==> src/rtl/bus_timer_periph.sv <==
// Bus-attached LED register plus 64-bit machine timer with compare interrupt.
// Optional tick prescaler is enabled by defining BUS_TIMER_PRESCALER_EN.
module bus_timer_periph #(
  parameter logic [31:0] BASE_ADDR = 32'h0002_0000,
  parameter int          PRESCALE  = 8
) (
  input  logic        clk_sys,
  input  logic        rst_sys_n,
  input  logic        req_i,
  input  logic        we_i,
  input  logic [3:0]  be_i,
  input  logic [31:0] addr_i,
  input  logic [31:0] wdata_i,
  output logic        gnt_o,
  output logic        rvalid_o,
  output logic [31:0] rdata_o,
  output logic        err_o,
  output logic [3:0]  led_o,
  output logic        irq_timer_o
);

  // state | meaning
  // IDLE  | waiting for a request that hits the window
  // GRANT | request accepted, gnt_o high, write/read performed on exit
  // RESP  | rvalid_o high with captured rdata/err
  typedef enum logic [1:0] {ST_IDLE, ST_GRANT, ST_RESP} state_t;

  localparam logic [5:0] OFF_LED     = 6'd0;
  localparam logic [5:0] OFF_MT_LO   = 6'd1;
  localparam logic [5:0] OFF_MT_HI   = 6'd2;
  localparam logic [5:0] OFF_CMP_LO  = 6'd3;
  localparam logic [5:0] OFF_CMP_HI  = 6'd4;
  localparam logic [5:0] OFF_CTRL    = 6'd5;

  state_t      state_q, state_d;
  logic        hit;
  logic        we_q;
  logic [3:0]  be_q;
  logic [5:0]  off_q;
  logic [31:0] wdata_q;
  logic [31:0] rdata_q;
  logic        err_q;
  logic        off_valid;
  logic        wr_en;
  logic [31:0] rd_mux;

  logic [3:0]  led_q;
  logic [63:0] mtime_q;
  logic [63:0] mtimecmp_q;
  logic        timer_en_q;
  logic        irq_en_q;
  logic        irq_q;
  logic        tick;

  logic        unused_addr;
  assign unused_addr = ^addr_i[1:0];

  function automatic logic [31:0] merge_be(input logic [31:0] old_v,
                                           input logic [31:0] new_v,
                                           input logic [3:0]  be);
    logic [31:0] r;
    for (int i = 0; i < 4; i++) begin
      r[8*i +: 8] = be[i] ? new_v[8*i +: 8] : old_v[8*i +: 8];
    end
    return r;
  endfunction

  assign hit       = req_i && (addr_i[31:8] == BASE_ADDR[31:8]);
  assign off_valid = (off_q <= OFF_CTRL);
  // be=0 writes are true no-ops, including not suppressing a timer tick
  assign wr_en     = (state_q == ST_GRANT) && we_q && off_valid && (|be_q);

  always_ff @(posedge clk_sys or negedge rst_sys_n) begin
    if (!rst_sys_n) state_q <= ST_IDLE;
    else            state_q <= state_d;
  end

  always_comb begin
    state_d = state_q;
    case (state_q)
      ST_IDLE:  if (hit) state_d = ST_GRANT;
      ST_GRANT: state_d = ST_RESP;
      ST_RESP:  state_d = ST_IDLE;
      default:  state_d = ST_IDLE;
    endcase
  end

  always_comb begin
    gnt_o    = (state_q == ST_GRANT);
    rvalid_o = (state_q == ST_RESP);
    err_o    = rvalid_o && err_q;
    rdata_o  = rvalid_o ? rdata_q : 32'h0;
  end

  always_ff @(posedge clk_sys or negedge rst_sys_n) begin
    if (!rst_sys_n) begin
      we_q    <= 1'b0;
      be_q    <= 4'h0;
      off_q   <= 6'h0;
      wdata_q <= 32'h0;
    end else if ((state_q == ST_IDLE) && hit) begin
      we_q    <= we_i;
      be_q    <= be_i;
      off_q   <= addr_i[7:2];
      wdata_q <= wdata_i;
    end
  end

  always_comb begin
    rd_mux = 32'h0;
    case (off_q)
      OFF_LED:    rd_mux = {28'h0, led_q};
      OFF_MT_LO:  rd_mux = mtime_q[31:0];
      OFF_MT_HI:  rd_mux = mtime_q[63:32];
      OFF_CMP_LO: rd_mux = mtimecmp_q[31:0];
      OFF_CMP_HI: rd_mux = mtimecmp_q[63:32];
      OFF_CTRL:   rd_mux = {30'h0, irq_en_q, timer_en_q};
      default:    rd_mux = 32'h0;
    endcase
  end

  always_ff @(posedge clk_sys or negedge rst_sys_n) begin
    if (!rst_sys_n) begin
      rdata_q <= 32'h0;
      err_q   <= 1'b0;
    end else if (state_q == ST_GRANT) begin
      rdata_q <= (!we_q && off_valid) ? rd_mux : 32'h0;
      err_q   <= !off_valid;
    end
  end

  always_ff @(posedge clk_sys or negedge rst_sys_n) begin
    if (!rst_sys_n) begin
      led_q      <= 4'h0;
      mtimecmp_q <= 64'hFFFF_FFFF_FFFF_FFFF;
      timer_en_q <= 1'b0;
      irq_en_q   <= 1'b0;
    end else if (wr_en) begin
      case (off_q)
        OFF_LED:    if (be_q[0]) led_q <= wdata_q[3:0];
        OFF_CMP_LO: mtimecmp_q[31:0]  <= merge_be(mtimecmp_q[31:0], wdata_q, be_q);
        OFF_CMP_HI: mtimecmp_q[63:32] <= merge_be(mtimecmp_q[63:32], wdata_q, be_q);
        OFF_CTRL: if (be_q[0]) begin
          timer_en_q <= wdata_q[0];
          irq_en_q   <= wdata_q[1];
        end
        default: ;
      endcase
    end
  end

`ifdef BUS_TIMER_PRESCALER_EN
  logic [31:0] presc_cnt_q;
  localparam logic [31:0] PRESC_LAST = 32'(PRESCALE - 1);

  always_ff @(posedge clk_sys or negedge rst_sys_n) begin
    if (!rst_sys_n)      presc_cnt_q <= 32'h0;
    else if (timer_en_q) presc_cnt_q <= (presc_cnt_q == PRESC_LAST) ? 32'h0 : presc_cnt_q + 32'h1;
  end

  assign tick = timer_en_q && (presc_cnt_q == PRESC_LAST);
`else
  // PRESCALE is legal only when >= 1, so this term is constant true
  assign tick = timer_en_q && (PRESCALE > 0);
`endif

  // a software write to either half wins over the increment in that cycle
  always_ff @(posedge clk_sys or negedge rst_sys_n) begin
    if (!rst_sys_n) begin
      mtime_q <= 64'h0;
    end else if (wr_en && (off_q == OFF_MT_LO)) begin
      mtime_q[31:0] <= merge_be(mtime_q[31:0], wdata_q, be_q);
    end else if (wr_en && (off_q == OFF_MT_HI)) begin
      mtime_q[63:32] <= merge_be(mtime_q[63:32], wdata_q, be_q);
    end else if (tick) begin
      mtime_q <= mtime_q + 64'h1;
    end
  end

  always_ff @(posedge clk_sys or negedge rst_sys_n) begin
    if (!rst_sys_n) irq_q <= 1'b0;
    else            irq_q <= irq_en_q && (mtime_q >= mtimecmp_q);
  end

  assign led_o       = led_q;
  assign irq_timer_o = irq_q;

endmodule
==> config.mk <==
export PLATFORM = sky130hd
export DESIGN_NAME = bus_timer_periph
export DESIGN_NICKNAME = d
export VERILOG_FILES = /design/src/rtl/bus_timer_periph.sv
export SDC_FILE = /design/constraint.sdc
export NUM_CORES = 1
export LEC_CHECK = 0
export ABC_CLOCK_PERIOD_IN_PS = 2200
export CAP_MARGIN = 20
export CELL_PAD_IN_SITES_DETAIL_PLACEMENT = 1
export CELL_PAD_IN_SITES_GLOBAL_PLACEMENT = 2
export CORE_MARGIN = 4
export CORE_UTILIZATION = 34
export CTS_CLUSTER_DIAMETER = 80
export DETAILED_ROUTE_END_ITERATION = 10
export PLACE_DENSITY = 0.75
export SETUP_SLACK_MARGIN = 0.5
export SYNTH_ARGS = -nofsm -noshare
export SYNTH_HDL_FRONTEND = slang
export SYNTH_SLANG_ARGS = --single-unit
export TNS_END_PERCENT = 50
==> constraint.sdc <==
create_clock -name clk_sys -period 2.2 [get_ports clk_sys]
set_input_delay 0.44 -clock clk_sys [delete_from_list [all_inputs] [get_ports clk_sys]]
set_output_delay 0.44 -clock clk_sys [all_outputs]
set_load 0.05 [all_outputs]
==> metrics.csv, run 1 <==
metric;value;unit
status;finished, violations left;
failing checks;setup timing;
clk buf depth;3;
Crit path required time;2630;ps
dpl cells;1999;
Final #Nets;1793;
Post-synth top cells;dfrtp_1, nand2_1, mux2_2, a21oi_1, inv_1;
synth top area cells;dfrtp_1, dfstp_2, mux2_2;
clock transition at the registers of the reported paths;60;ps
Cell Area, Synth;12800;um2
# DRC;0;
Final ANT Viol Nets;0;
Data arrival, critical path;2770;ps
max-slew violation count;0;
Post-synth EDFFs;0;
post-synth top area cell;dfrtp_1;
kind of critical path;register to register;
hold violation count in the final report;0;
CTS tree;done;
Avg Synthesized Cell Area;10.0;um2
Die W;202;um
Initial Util;34.7;%
Crit Path Max Fanout;5;
GRT Total Usage;24.3;%
initial antenna violation count;1;
PwrDens;416;nW/um2
Setup crit start kind;register;
Critical Path End Type;register;
CP max stage delay;430;ps
syn_nets;1416;
Die ar.;40800;um2
# IOs;112;
sequential fraction of the synthesis area;42.3;%
setup ws final;-138;ps
Final setup viols;80;
Netlist cell types;86;
H-tree levels;1;
TritonRoute pass-1 iters;6;
Max Clk Rate;0.428;GHz
core area;36900;um2
share of cells above drive strength 1;51.2;%
total power;8.45;mW
fin area;20300;um2
total CTS buffers;26;
clock latency on the worst-skew pair;560;ps
pre-CTS worst setup slack;-124;ps
Die H;202;um
Main synth FF type;dfrtp_1;
max capacitance violation total;0;
count leader, synth;dfrtp_1;
Final Cycle Share;106;%
yosys warns;0;
Async SR Flop Fraction;100;%
first-pass GRT wire length;79.3;mm
vias in the first global route;13300;
Layout area overhead;59.0;%
leak pwr;8.93;nW
Hold Crit Class;input port to async pin;
Worst Max-Slew Pin Slew;603;ps
Placer Congestion;0.871;
Rel. slew slack;59.6;%
reg2reg start;off_q[2];
post-layout min period;2340;ps
RSZ-0062 raised after global routing;yes;
clk root buf;clkbuf_16;
Slowest cell on crit path;dfrtp_1;
dpl hpwl;33.4;mm
Rows;70;
routed vias;12400;
FF-to-FF setup slack;-140;ps
Post-Route WL;53.9;mm
Ant. Diodes;0;
DRT iter0 DRCs;972;
Synth top area share;29.1;%
placed inst area;16400;um2
non-filler cells, final;2180;
Cells after Synth;1279;
reg-to-reg critical path endpoint;mtime_q[28];
gr ovfl total;0;
pin count of the biggest net entering global routing;51;
Seq cells post-synth;213;
Max IR drop VDD;0.464;mV
crit path cell chain;nor4_4 > o21ai_2 > o31a_1 > buf_4 > buf_8 > a21oi_4 > buf_4 > nor2_2 > o2bb2a_4;
CTS sink count;213;
Most common cell on crit path;buf_4;
mean routed wirelength per cell;24.7;um
Filler cells;3831;
R2R cell count;9;
hold slack;426;ps
Port Buffers;109;
Vias per Instance;5.71;
clk_skew;21.2;ps
[logic make-up after synthesis]
family	Yosys count	share of synthesized area [%]
mux	120	10.5
compound gates	346	19.4
fa+ha+maj	65	6.35
buf+inv	142	5.13
flops	213	42.3
simple gates	393	16.4
[per-layer routing]
layer	vias to the layer above	GRT usage, %	wire length [um]
met5	-	0	0
met4	0	7.89	1610
met3	87	3.43	2650
met2	368	41.1	26700
met1	6446	32.3	22900
li1	5542	-	-
[worst max-delay path by stage]
stage	startpoint	to
5_1_grt	off_q[2]	mtime_q[28]
4_1_cts	state_q[0]	rdata_o[2]
3_3_place_gp	mtimecmp_q[17]	irq_timer_o
2_1_floorplan	mtimecmp_q[33]	irq_timer_o
3_5_place_dp	mtimecmp_q[17]	irq_timer_o
6_report	off_q[2]	mtime_q[28]
[through the flow]
step           util (%)  setup TNS, ps
2_1_floorplan         -              0
3_3_place_gp       44.5           -857
3_5_place_dp       44.5          -3720
4_1_cts            52.1          -91.1
5_1_grt            55.2          -8680
6_report           55.2          -3230
[cells in the final DEF (no fill, tap or decap), types with 12 or more instances in the layout]
| cell | n |
|---|---|
| mux2_2 | 43 |
| nand3_1 | 27 |
| a21oi_2 | 47 |
| buf_4 | 188 |
| dfrtp_2 | 14 |
| clkdlybuf4s50_1 | 68 |
| a21oi_4 | 12 |
| o21ai_2 | 15 |
| dfstp_2 | 64 |
| buf_12 | 65 |
| inv_1 | 71 |
| ha_1 | 56 |
| nand2_1 | 118 |
| nor2_1 | 31 |
| o21ai_0 | 20 |
| buf_6 | 68 |
| a222oi_1 | 28 |
| nor2_2 | 12 |
| and2_4 | 39 |
| a21oi_1 | 48 |
| a22o_1 | 32 |
| o21ai_1 | 17 |
| dfrtp_1 | 135 |
| clkbuf_16 | 29 |
| clkbuf_1 | 14 |
| o22a_1 | 15 |
| nand4_1 | 28 |
| mux2_4 | 69 |
[state kept, by name (all words and copies together), names as in the netlist]
name and flops:
mtime_q 64, mtimecmp_q 64, rdata_q 32, wdata_q 32
off_q 6, be_q 4, led_o 4, state_q 2
err_q 1, irq_en_q 1, irq_timer_o 1, tick 1
we_q 1
[repair_timing]
item                                    4_1_cts  5_1_grt
resized for setup                           290      201
buffers inserted                             84       34
pin swaps                                   114      112
hold buffers                                  1        0
endpoints found under the setup margin      247      245
gates cloned                                 11        3
hold endpoints to repair                     29        0
[critical path, delay by kind of cell (launching register included)]
| family | cells | cell delay [ps] |
|---|---|---|
| flip-flops | 1 | 430 |
| buffers and inverters | 3 | 460 |
| AO/OA/AOI/OAI | 4 | 920 |
| AND/OR/NAND/NOR | 2 | 400 |
[report_power, final]
group          internal (mW)  total [mW]  switching (mW)
clock network           2.55        4.29            1.74
registers               3.92        3.92      0.00000346
logic                  0.130       0.242           0.112
[area by class of cell]
cell class | count | area (um2) | area share, %
Clock inverter | 2 | 35.0 | 0.172
Inverter | 74 | 285 | 1.40
Sequential cell | 213 | 5430 | 26.7
Clock buffer | 46 | 797 | 3.92
Timing Repair Buffer | 414 | 4620 | 22.7
Tap cell | 504 | 631 | 3.10
Multi-Input combinational cell | 927 | 8550 | 42.0
No activity file was read; power rests on OpenSTA's default activity.
==> run 2: changes to the inputs <==
--- a/config.mk
+++ b/config.mk
@@ -10,10 +10,11 @@
 export CELL_PAD_IN_SITES_DETAIL_PLACEMENT = 1
 export CELL_PAD_IN_SITES_GLOBAL_PLACEMENT = 2
 export CORE_MARGIN = 4
-export CORE_UTILIZATION = 34
+export CORE_UTILIZATION = 38
 export CTS_CLUSTER_DIAMETER = 80
 export DETAILED_ROUTE_END_ITERATION = 10
-export PLACE_DENSITY = 0.75
+export DONT_BUFFER_PORTS = 1
+export PLACE_DENSITY = 0.76
 export SETUP_SLACK_MARGIN = 0.5
 export SYNTH_ARGS = -nofsm -noshare
 export SYNTH_HDL_FRONTEND = slang
==> run 2 against run 1 <==
  * The run ends with hold timing, setup timing left
  * Total power is 1.4% lower
  * Via count is 4.4% lower
  * Sequential share of layout area increased by 2.7 points
  * Clock skew down 3.8 ps
  * Clock power rose by 3%
  * Register-to-register slack gained 70 ps
  * Non-clock buffer count fell by 128
  * Worst setup slack improved by 72 ps
  * Die area down 10%
  * First-iteration DRC count is 13% lower
  * Cell count down 8.7%
  * Core utilization grew 0.99 points
==> metrics.csv, run 2 (synthesis gave the netlist of run 1 again) <==
metric;value;unit
status;finished, violations left;
failing checks;hold timing, setup timing;
clock transition at the registers of the reported paths;60;ps
post-layout min period;2270;ps
Top Registers;mtime_q x64, mtimecmp_q x64;
max capacitance violation total;0;
pin count of the biggest net entering global routing;214;
Slowest cell on crit path;dfrtp_1;
max-slew violation count;0;
Ant. Diodes;0;
core area;32900;um2
kind of critical path;register to register;
crit path cell chain;nand3_1 > buf_4 > nor3_1 > buf_4 > nand3_1 > o41ai_4 > a21oi_4 > a31oi_4;
CP max stage delay;510;ps
DRT iter0 DRCs;850;
clock latency on the worst-skew pair;550;ps
first-pass GRT wire length;73.2;mm
Port Buffers;0;
RSZ-0062 raised after global routing;yes;
H-tree levels;1;
Final Cycle Share;103;%
routed vias;11900;
Worst Max-Slew Pin Slew;542;ps
clk root buf;clkbuf_16;
Die H;192;um
Max IR drop VDD;0.507;mV
Rel. slew slack;63.9;%
Crit Path Max Fanout;9;
gr ovfl total;0;
PwrDens;451;nW/um2
commonest non-fill, non-tap cell in the layout;buf_4;
pre-CTS worst setup slack;-155;ps
Final setup viols;6;
CTS sink count;213;
Critical Path End Type;register;
Initial Util;38.9;%
Max Clk Rate;0.441;GHz
Rows;66;
TritonRoute pass-1 iters;6;
total power;8.33;mW
vias in the first global route;12500;
Final #Nets;1666;
most frequent cells in the layout;buf_4, dfrtp_1, nand2_1;
dpl hpwl;31.4;mm
Final ANT Viol Nets;0;
Post-Route WL;50.6;mm
Placer Congestion;0.845;
GRT Total Usage;25.4;%
leak pwr;8.21;nW
share of cells above drive strength 1;51.4;%
clk buf depth;3;
CTS tree;done;
hold violation count in the final report;213;
initial antenna violation count;0;
# IOs;112;
Die ar.;36700;um2
Die W;192;um
clk_skew;17.4;ps
Data arrival, critical path;2720;ps
mean routed wirelength per cell;25.4;um
Hold Crit Class;input port to async pin;
total CTS buffers;26;
Crit path required time;2650;ps
Vias per Instance;5.98;
setup ws final;-66.7;ps
Setup crit start kind;register;
# DRC;0;
hold slack;-401;ps
Layout area overhead;44.2;%
run 2: cell count changes in the layout (fill, tap and decap cells not counted), moves of 9 or more:
cell / delta
buf_12: -43
buf_4: -17
buf_8: +17
clkbuf_1: -9
clkdlybuf4s50_1: -68
mux2_2: +29
mux2_4: -29
run 2: layout make-up:
class | instances | area [um2]
flip-flops and latches | 213 | 5430
well taps | 442 | 553
repair buffers | 286 | 2960
fillers | 3527 | 14400
inverters | 74 | 285
multi-input cells | 928 | 8360
clock buffers | 41 | 818
clock inverters | 6 | 55.1
run 2: per-stage QoR:
step / TNS (ps) / hold slack [ps] / instances / instance area (um2) / util [%]
2_1_floorplan: 0 / 144 / 1279 / 13300 / -
3_3_place_gp: 0 / 151 / 1839 / 14800 / 45.2
3_5_place_dp: -284 / 152 / 1839 / 14800 / 45.2
4_1_cts: 0 / -420 / 1951 / 17000 / 51.8
5_1_grt: -5300 / -431 / 1990 / 18500 / 56.2
6_report: -111 / -401 / 1990 / 18500 / 56.2
run 2: what timing repair did:
action | in CTS | in global routing
gates resized for setup | 176 | 280
setup buffers | 59 | 35
cloned | 6 | 4
setup endpoints to repair | 242 | 246
pin swaps | 83 | 97
hold endpoints to repair | 213 | 213
run 2: per-layer routing:
metal / wire length [um] / up-vias / share of wire [%] / GRT usage (%)
li1: - / 5299 / - / -
met1: 21500 / 6125 / 42 / 33.8
met2: 24900 / 368 / 49 / 43.3
met3: 2420 / 107 / 4.8 / 3.43
met4: 1800 / 0 / 3.6 / 7.57
met5: 0 / - / 0 / 0
run 2: final timing paths:
path | from | end | slack [ps] | cells past startpoint
worst max-delay path | mtime_q[48] | mtime_q[61] | -70 | 8
worst min-delay path | rst_sys_n | wdata_q[29] | -400 | 0
max in group asynchronous | rst_sys_n | mtimecmp_q[12] | 2260 | 0
worst min register to register | err_q | err_q | 500 | 1
min in group clk_sys | wdata_i[9] | wdata_q[9] | 50 | 1
worst max register to register | mtime_q[48] | mtime_q[61] | -70 | 8
run 2: worst max-delay path: cells and delay by family (launching register included):
family | cells | cell delay (ps)
AND/OR/NAND/NOR | 3 | 630
AO/OA/AOI/OAI | 3 | 580
flip-flops | 1 | 510
buffers and inverters | 2 | 450
run 2: power by group:
| group | internal (mW) | switching, mW | total [mW] |
|---|---|---|---|
| logic | 0.00551 | 0.00126 | 0.00678 |
| registers | 3.92 | 0.00000320 | 3.92 |
| clock network | 2.65 | 1.76 | 4.40 |
| total | 6.58 | 1.76 | 8.33 |
==> run 3: changes to the inputs <==
--- a/config.mk
+++ b/config.mk
@@ -9,7 +9,6 @@
 export CAP_MARGIN = 20
 export CELL_PAD_IN_SITES_DETAIL_PLACEMENT = 1
 export CELL_PAD_IN_SITES_GLOBAL_PLACEMENT = 2
-export CORE_MARGIN = 4
 export CORE_UTILIZATION = 38
 export CTS_CLUSTER_DIAMETER = 80
 export DETAILED_ROUTE_END_ITERATION = 10
==> run 3 against run 2 <==
  * The run still ends with hold timing, setup timing left
  * Core utilization decreased by 1.7 points
  * Clock skew decreased by 7.6 ps
  * Total power decreased by 0.36%
  * Worst hold slack got worse by 1.5 ps
  * Maximum frequency decreased by 1.7%
  * Worst setup slack got worse by 38 ps
  * Global-route usage increased by 1.5 points
  * Clock power about the same
  * First-iteration DRC count decreased by 11%
  * Count of clock-buffer cells in the layout increased by 3
==> metrics.csv, run 3 (synthesis gave the netlist of run 1 again) <==
metric;value;unit
Max IR drop VDD;0.548;mV
Hold Crit Class;input port to async pin;
GRT Total Usage;26.9;%
pre-CTS worst setup slack;-86.1;ps
Post-Route WL;48.2;mm
clk_skew;9.78;ps
routed vias;11600;
TritonRoute pass-1 iters;5;
Initial Util;38.9;%
Die ar.;34400;um2
post-layout min period;2310;ps
dpl hpwl;30.8;mm
# IOs;112;
hold violation count in the final report;213;
Vias per Instance;5.89;
clk root buf;clkbuf_16;
max-slew violation count;0;
first-pass GRT wire length;71.3;mm
failing checks;hold timing, setup timing;
mean routed wirelength per cell;24.5;um
CTS sink count;213;
pin count of the biggest net entering global routing;214;
share of cells above drive strength 1;46.7;%
gr ovfl total;0;
kind of critical path;register to register;
Port Buffers;0;
max capacitance violation total;0;
power share of the clock group;52.6;%
Critical Path End Type;register;
CTS tree;done;
DRT iter0 DRCs;757;
hold slack;-403;ps
Placer Congestion;0.844;
PwrDens;464;nW/um2
Layout area overhead;39.9;%
sequential power share;47.3;%
most frequent cells in the layout;buf_4, dfrtp_1, nand2_1;
leak pwr;8.00;nW
Ant. Diodes;0;
Worst Max-Slew Pin Slew;534;ps
placed inst area;14800;um2
clock transition at the registers of the reported paths;60;ps
Final Core Density;54.5;%
Setup crit start kind;register;
switching part of the total;21.6;%
internal power;6.51;mW
Crit Path Max Fanout;16;
H-tree levels;1;
Max Clk Rate;0.434;GHz
clock latency on the worst-skew pair;550;ps
Final Cycle Share;105;%
setup tns final;-2610;ps
core area;32900;um2
Die W;186;um
Final ANT Viol Nets;0;
Data arrival, critical path;2740;ps
status;finished, violations left;
Final #Nets;1644;
commonest non-fill, non-tap cell in the layout;buf_4;
initial antenna violation count;0;
clk buf depth;3;
vias in the first global route;12200;
Die H;186;um
# DRC;0;
Final setup viols;73;
dpl cells;1830;
total power;8.30;mW
fin area;17900;um2
total CTS buffers;27;
Rel. slew slack;64.5;%
RSZ-0062 raised after global routing;yes;
Sw Pwr;1.79;mW
Comb pwr share;0.1;%
non-filler cells, final;1969;
Top Registers;mtime_q x64, mtimecmp_q x64;
Rows;66;
Crit path required time;2630;ps
setup ws final;-105;ps
Filler cells;3559;
[run 3: worst paths after layout]
check / from / endpoint / slack, ps / cells after the start
worst min-delay path: rst_sys_n / rdata_q[28] / -400 / 0
worst max-delay path: off_q[3] / mtime_q[28] / -110 / 7
min in group clk_sys: wdata_i[10] / wdata_q[10] / 40 / 1
worst min register to register: rdata_q[28] / rdata_q[28] / 500 / 1
max in group asynchronous: rst_sys_n / mtimecmp_q[12] / 2190 / 0
worst max register to register: off_q[3] / mtime_q[28] / -110 / 7
[run 3: area by class of cell]
type,instances,area [um2],area share [%]
clock buffer,44,800,4.47
clock inverter,5,55.1,0.307
inverter,74,290,1.62
multi-input combinational,928,8090,45.2
sequential,213,5430,30.3
tap,442,553,3.09
timing repair buffer,263,2690,15.0
[run 3: critical path, stage by stage, from the launching register on]
cell and delay, ps:
dfrtp_2 450, nor4_4 420, o21ai_2 120, o31a_1 400, buf_12 210, a21oi_4 270
nor2_1 100, o2bb2a_4 220
[run 3: what timing repair did]
action                     4_1_cts  5_1_grt
gates resized for setup        188      203
pin swaps                       65       69
gates cloned                     5        3
setup endpoints to repair      242      246
setup buffers                   58       24
hold endpoints to repair       213      213
[run 3: power by group through the flow]
stage          combinational (mW)  sequential (mW)  clock (mW)
4_1_cts                   0.00550             3.92        4.46
3_3_place_gp              0.00503             3.99           0
6_report                  0.00762             3.92        4.37
5_1_grt                   0.00792             3.92        4.59
2_1_floorplan             0.00491             3.99           0
3_5_place_dp              0.00549             3.99           0
[run 3: routing by layer]
layer  up-vias  GRT usage, %  wire length (um)
met1      5966          36.3             21300
met4         0          7.90              1520
met2       306          45.5             23400
met5         -             0                 0
li1       5234             -                 -
met3        91          2.64              2010
